File: src/rtl/mso_cic_pkg.sv
// Shared CIC constants and width helpers, used by both cic_interpolator and cic_decimator.
// Combinational only; no latency or backpressure.
package mso_cic_pkg;

   localparam int CIC_MAX_STAGES = 4;

   // Worst-case register growth for an M-stage interpolator by R on an in_w-bit input
   function automatic int cic_min_acc_width(input int r, input int m, input int in_w);
      return in_w + (m - 1) * $clog2(r);
   endfunction

endpackage

File: src/rtl/cic_interp_stage.sv
// One CIC section: a low-rate comb delay (D=1) and a high-rate integrator, both ACC_WIDTH.
// Comb output is combinational; integrator output is registered. Frozen when i_en is low.
module cic_interp_stage
   import mso_cic_pkg::*;
#(
   parameter int ACC_WIDTH = 24
) (
   input  logic                 clk,
   input  logic                 rst_n,
   input  logic                 i_en,
   input  logic                 i_slot,
   input  logic [ACC_WIDTH-1:0] i_comb_dat,
   output logic [ACC_WIDTH-1:0] o_comb_dat,
   input  logic [ACC_WIDTH-1:0] i_int_dat,
   output logic [ACC_WIDTH-1:0] o_int_dat
);

   logic [ACC_WIDTH-1:0] r_dly;
   logic [ACC_WIDTH-1:0] r_int;

   assign o_comb_dat = i_comb_dat - r_dly;
   assign o_int_dat  = r_int;

   always_ff @(posedge clk or negedge rst_n) begin
      if (!rst_n) begin
         r_dly <= '0;
      end else if (i_slot) begin
         r_dly <= i_comb_dat;
      end
   end

   always_ff @(posedge clk or negedge rst_n) begin
      if (!rst_n) begin
         r_int <= '0;
      end else if (i_en) begin
         r_int <= r_int + i_int_dat;
      end
   end

endmodule

File: src/rtl/cic_interpolator.sv
// CIC interpolator by R with M stages; y follows a taken sample by M enabled edges.
// Accepts one sample per R enabled cycles (x_ready); a missing sample repeats the last one.
// Optional sticky underrun flag: define CIC_INTERP_UNDERRUN_EN.
module cic_interpolator
   import mso_cic_pkg::*;
#(
   parameter int R            = 6,
   parameter int M            = 2,
   parameter int INPUT_WIDTH  = 16,
   parameter int OUTPUT_WIDTH = 12,
   parameter int ACC_WIDTH    = 24
) (
   input  logic                    clk,
   input  logic                    rst_n,
   input  logic                    enabled,
   input  logic [INPUT_WIDTH-1:0]  x,
   input  logic                    x_valid,
   output logic                    x_ready,
   output logic [OUTPUT_WIDTH-1:0] y,
   output logic                    y_valid,
   output logic                    underrun
);

   localparam int P_W = (R > 1) ? $clog2(R) : 1;

   if (M < 1 || M > CIC_MAX_STAGES) begin : g_bad_order
      $error("cic_interpolator: M out of range");
   end
   if (R < 1 || R > 64) begin : g_bad_rate
      $error("cic_interpolator: R out of range");
   end
   if (ACC_WIDTH < cic_min_acc_width(R, M, INPUT_WIDTH) || OUTPUT_WIDTH > ACC_WIDTH) begin : g_bad_width
      $error("cic_interpolator: ACC_WIDTH too small for R, M, INPUT_WIDTH");
   end

   logic [P_W-1:0]       r_p;
   logic                 r_z;
   logic                 r_y_valid;
   logic [ACC_WIDTH-1:0] r_held;
   logic [ACC_WIDTH-1:0] r_c;
   logic                 w_slot;
   logic [ACC_WIDTH-1:0] w_x_ext;
   logic [ACC_WIDTH-1:0] w_u;
   logic [ACC_WIDTH-1:0] w_comb [0:M];
   logic [ACC_WIDTH-1:0] w_int  [0:M];

   assign w_slot     = enabled && (r_p == '0);
   assign x_ready    = w_slot;
   assign w_x_ext    = ACC_WIDTH'($signed(x));
   assign w_comb[0]  = x_valid ? w_x_ext : r_held;
   // Zero-stuffing: the comb result enters the integrators only on the cycle after a slot
   assign w_u        = (R == 1 || r_z) ? r_c : '0;
   assign w_int[0]   = w_u;
   assign y          = OUTPUT_WIDTH'(w_int[M] >> (ACC_WIDTH - OUTPUT_WIDTH));
   assign y_valid    = r_y_valid;

   always_ff @(posedge clk or negedge rst_n) begin
      if (!rst_n) begin
         r_p <= '0;
      end else if (enabled) begin
         r_p <= (r_p == P_W'(R - 1)) ? '0 : r_p + P_W'(1);
      end
   end

   always_ff @(posedge clk or negedge rst_n) begin
      if (!rst_n) begin
         r_z    <= 1'b0;
         r_c    <= '0;
         r_held <= '0;
      end else begin
         if (enabled) begin
            r_z <= w_slot;
         end
         if (w_slot) begin
            r_c <= w_comb[M];
         end
         if (w_slot && x_valid) begin
            r_held <= w_x_ext;
         end
      end
   end

   always_ff @(posedge clk or negedge rst_n) begin
      if (!rst_n) begin
         r_y_valid <= 1'b0;
      end else begin
         r_y_valid <= enabled;
      end
   end

   for (genvar k = 1; k <= M; k++) begin : g_stage
      cic_interp_stage #(
         .ACC_WIDTH (ACC_WIDTH)
      ) u_stage (
         .clk        (clk),
         .rst_n      (rst_n),
         .i_en       (enabled),
         .i_slot     (w_slot),
         .i_comb_dat (w_comb[k-1]),
         .o_comb_dat (w_comb[k]),
         .i_int_dat  (w_int[k-1]),
         .o_int_dat  (w_int[k])
      );
   end

`ifdef CIC_INTERP_UNDERRUN_EN
   logic r_underrun;

   always_ff @(posedge clk or negedge rst_n) begin
      if (!rst_n) begin
         r_underrun <= 1'b0;
      end else if (w_slot && !x_valid) begin
         r_underrun <= 1'b1;
      end
   end

   assign underrun = r_underrun;
`else
   assign underrun = 1'b0;
`endif

endmodule

File: config.mk
export PLATFORM = sky130hd
export DESIGN_NAME = cic_interpolator
export DESIGN_NICKNAME = d
export VERILOG_FILES = /design/src/rtl/mso_cic_pkg.sv /design/src/rtl/cic_interp_stage.sv /design/src/rtl/cic_interpolator.sv
export SDC_FILE = /design/constraint.sdc
export NUM_CORES = 1
export LEC_CHECK = 0
export BUFFER_PORTS_ARGS = -buffer_cell sky130_fd_sc_hd__buf_2
export CAP_MARGIN = 20
export CORE_MARGIN = 5
export CORE_UTILIZATION = 50
export DETAILED_ROUTE_END_ITERATION = 7
export GPL_ROUTABILITY_DRIVEN = 0
export PLACE_DENSITY = 0.63
export SYNTH_ARGS = -nofsm -noshare
export SYNTH_HDL_FRONTEND = slang
export SYNTH_HIERARCHICAL = 1
export SYNTH_SLANG_ARGS = --single-unit
export TNS_END_PERCENT = 10
File: constraint.sdc
create_clock -name clk -period 7.5 [get_ports clk]
set_input_delay 0.75 -clock clk [delete_from_list [all_inputs] [get_ports clk]]
set_output_delay 0.75 -clock clk [all_outputs]
set_load 0.01 [all_outputs]
[Word level (Yosys, flattened, before mapping)]
Cells that the tools add are included.
Storage, ports and cells
  flip-flop bits (word level): 141
Operators by class
  add/sub/neg operators: 5
  eq/ne operators: 1
  multiplexer cells: 3
  reductions and logical operators: 3
Operators by type and width (count)
  24-bit adder: 2
  24-bit two-way mux: 2
  24-bit subtractor: 2
  3-bit by 1-bit adder with 3-bit output, second input constant: 1
  3-bit == test, second input constant: 1
  3-bit logical NOT: 1
  3-bit two-way mux: 1
  1-bit logical AND: 2

[Longest topological paths before layout]
  word-level depth: 3
  depth in mapped cells: 21
  depth with buffers taken out: 20

[Cells and area by module]
Netlist, hierarchy kept.
Modules (own cells, without submodules)
  cic_interp_stage (g_stage[1].u_stage): times used 1, cells an instance 524, area an instance 4339.2 sq um, sequential area each 1201.2 sq um
  cic_interp_stage (g_stage[2].u_stage): times used 1, cells an instance 459, area an instance 4007.6 sq um, sequential area each 1201.2 sq um
  cic_interpolator: times used 1, cells an instance 146, area an instance 2117.0 sq um, sequential area each 1126.1 sq um

[Worst setup path before layout]
No wires, ideal clock.
  path type: input to register
  start point: input x_valid
  end point: register r_c[20]
  library setup time: 125 ps
  data arrival time: 4592 ps
  data required time: 7375 ps
  slack: 2783 ps
  cell stages on the path: 18
  path through: buf_6 -> buf_2 -> mux2_2 -> ha_1 -> or2_2 -> o31ai_1 -> a211oi_1 -> nor3_1 -> xnor2_1 -> ha_1 -> nand2_1 -> nor2_1 -> a211oi_1 -> a21boi_2 -> a221o_1 -> a21oi_2 -> xnor2_1 -> mux2_2
RTL lines
  start, declared: line cic_interpolator.sv:17  | input logic x_valid,
  end signal, assigned: line cic_interpolator.sv:75  | r_c <= w_comb[M];
  end, declared: line cic_interpolator.sv:40  | logic [ACC_WIDTH-1:0] r_c;

==> metrics.csv <==
stage,metric,value,unit
synth,Cells after Synth,1129,
clock_network,CTS Buf Count,17,
die,DIE AREA,23900,sq um
clock_network,clock-pin slew on the worst setup and hold paths,0.06,ns
synth,mapped cell area,10500,sq um
die,row cnt,53,
sta,clock skew,0.0101,ns
sta,final hold violation count,0,
synth,Yosys cell types,78,
synth,top cell type by total area after synthesis,dfrtp_1,
sta,Tcrit/Tclk final,65.5,%
clock_network,post-cts resize count,0,
synth,Post-synth EDFFs,0,
sta,Worst Tran Pin Value,0.852,ns
critical_path,WP data required,7.81,ns
global_route,antenna violations before repair,0,
global_route,GRT Max-Usage Layer,met2,
synth,synthesized flop and latch total,141,
finish,share of layout cells above drive strength 1,15.5,%
clock_network,CTS tree,built,
synth,syn nets,1245,
sta,Slew HR,43.2,%
synth,Synth area leaders,"dfrtp_1 (34%), ha_1 (11%), mux2_2 (9.1%), a21oi_1 (4.2%), xnor2_1 (4.1%)",
synth,Synth Flop Type,dfrtp_1,
drt,Vias/cell,5.49,
sta,final worst path period need,4.91,ns
sta,Final Max Tran Viols,0,
die,Ports,35,
critical_path,crit end category,flip-flop,
die,die height,155,microns
synth,Mapped Avg Cell Area,9.27,sq um
critical_path,CP Launch Type,input port,
synth,Synth top area share,33.7,%
finish,"commonest non-fill, non-tap cells in the layout","dfrtp_1 (141), nand2_1 (103), ha_1 (92)",
clock_network,H-tree Lvls,4,
sta,Setup-failing EPs final,0,
critical_path,worst r2r src,r_held[2]$_DFFE_PN0P_,
drt,Avg WL per Cell,14.4,microns
critical_path,"Max FO, Critical Path",17,
critical_path,worst setup path category,in -> reg,
critical_path,worst setup path startpoint,x_valid,
drt,total vias in the final route,7861,
global_route,vias in the first global route,7683,
run,max cap viols,0,
finish,P&R area growth vs syn,9.05,%
sta,Setup WS post-layout,2.59,ns
status,status,finished clean,
drt,Iter 0 DRT Violations,496,
global_route,met3 GRT Util,3.44,%
global_route,total gr overflow,0,
global_route,largest net degree at the start of global routing,86,
clock_network,CTS root buf,clkbuf_16,
synth,sequential element share of the synthesized area,33.7,%
clock_network,clock buffer depth,2,
drt,WL final,20.6,mm
clock_network,clk sink count,141,
die,Die Width,155,microns
synth,YS warnings,6,
worst_hold_path,Hold WC Path Type,in -> async,
clock_network,hold_buf cts,0,
global_route,Global Route Usage Sum,17.9,%
global_route,first-pass GRT wire length,36.1,mm
die,Core Box Area,20800,sq um
global_route,met2 GRT Util,29.6,%
finish,fin nets,1261,
drt,Remaining DRCs,0,
clock_network,clock latency at the later pin of the worst-skew pair,0.42,ns
place,setup slack at placement,2.17,ns
sta,fmax,0.204,GHz
sta,RSZ-0062 raised after global routing,false,
clock_network,Setup Buffers After CTS,0,
finish,"most common cell after layout, fill and taps aside",dfrtp_1,
sta,setup_tns,0,ns
place,port buffer count,33,
synth,asr flop ratio synth,100,%
die,starting density of the core,50.3,%
finish,diode count,0,
global_route,met1 Track Usage GR,24.3,%
drt,Post-DRT Antenna Nets,0,
critical_path,"Data arrival, critical path",5.22,ns
drt,drt pass-1 iters,7,
place,detailed placer's ending HPWL,15.1,mm
[logic make-up after synthesis]
logic type / share of synthesized area [%]
multiplexers: 10.9
buffers and inverters: 4.38
XOR/XNOR: 6.70
flip-flops: 33.7
adder cells (fa/ha/maj): 11.8
AND/OR/NAND/NOR: 13.7
AO/OA/AOI/OAI: 18.8
other: 0.0358
[sequential cells by signal, indices dropped and copies added, names as in the netlist]
signal	flops
g_stage.u_stage/r_dly	48
r_z	1
y_valid	1
g_stage.u_stage/o_int_dat	48
r_p	3
r_held	16
r_c	24
[per-layer routing]
metal	up-vias	wire length, microns
li1	4074	-
met1	3651	10100
met2	117	9690
met3	19	571
met4	0	264
met5	-	0
[cell usage after synthesis, types with 3 or more instances]
master and instances:
nand2b_1 12, a211oi_1 9, o311ai_0 4, nor3_1 8
buf_4 3, a21o_1 44, o31ai_1 5, nand4b_1 3
buf_2 3, and2_1 25, mux2_4 10, a41oi_1 3
and3_1 10, and4_1 3, nor2b_1 6, nor4_1 3
nand3b_1 3, xnor2_1 49, a21oi_1 87, nand4_1 12
dfrtp_1 141, o211ai_1 13, ha_1 92, fa_1 4
o21bai_1 8, a31oi_1 10, o21ai_0 82, nand2_1 103
xor2_1 31, mux2_2 85, nand3_1 20, or3_1 5
o21a_1 10, nor2_1 71, clkbuf_1 30, mux2i_1 3
inv_1 70
[per-stage QoR]
step / std cells / utilization (%) / instance area (sq um) / hold slack (ns)
6_report: 1433 / 54.8 / 11400 / 0.383
5_1_grt: 1433 / 54.8 / 11400 / 0.458
4_1_cts: 1433 / 54.8 / 11400 / 0.416
3_5_place_dp: 1401 / 52.0 / 10800 / 0.463
3_3_place_gp: 1401 / 52.0 / 10800 / 0.457
2_1_floorplan: 1129 / - / 10500 / 0.454
[worst paths after layout]
kind / to / slack (ns) / depth (start not counted)
min: g_stage[2].u_stage/o_int_dat[2]$_DFFE_PN0P_ / 0.38 / 1
max: r_c[22]$_DFFE_PN0P_ / 2.59 / 18
max reg2reg: r_c[22]$_DFFE_PN0P_ / 3.04 / 17
max in group asynchronous: r_c[17]$_DFFE_PN0P_ / 5.86 / 2
min reg2reg: g_stage[2].u_stage/o_int_dat[23]$_DFFE_PN0P_ / 0.47 / 1
min in group clk: g_stage[2].u_stage/o_int_dat[23]$_DFFE_PN0P_ / 0.47 / 1
[cell type report]
cell class	count	area (sq um)
flip-flops and latches	141	3530
clock inverters	13	140
well taps	275	344
multi-input cells	877	6480
inverters	71	267
clock buffers	19	453
fillers	1939	9410
repair buffers	37	201
[worst max-delay path: stages]
cell and delay [ns]:
buf_2 0.38, mux2_2 0.41, ha_1 0.35, o211ai_1 0.18, a21oi_1 0.10, o31ai_1 0.38, a211oi_1 0.16, nor3_1 0.46
xnor2_1 0.19, ha_1 0.42, nand4_1 0.10, a21oi_1 0.16, o31ai_2 0.11, a21boi_2 0.27, nand2_1 0.09, a221oi_1 0.33
xor2_1 0.10, mux2_2 0.27
Power is not shown: default switching activity piles up to over one toggle a cycle in this logic, so the estimate is an artifact.
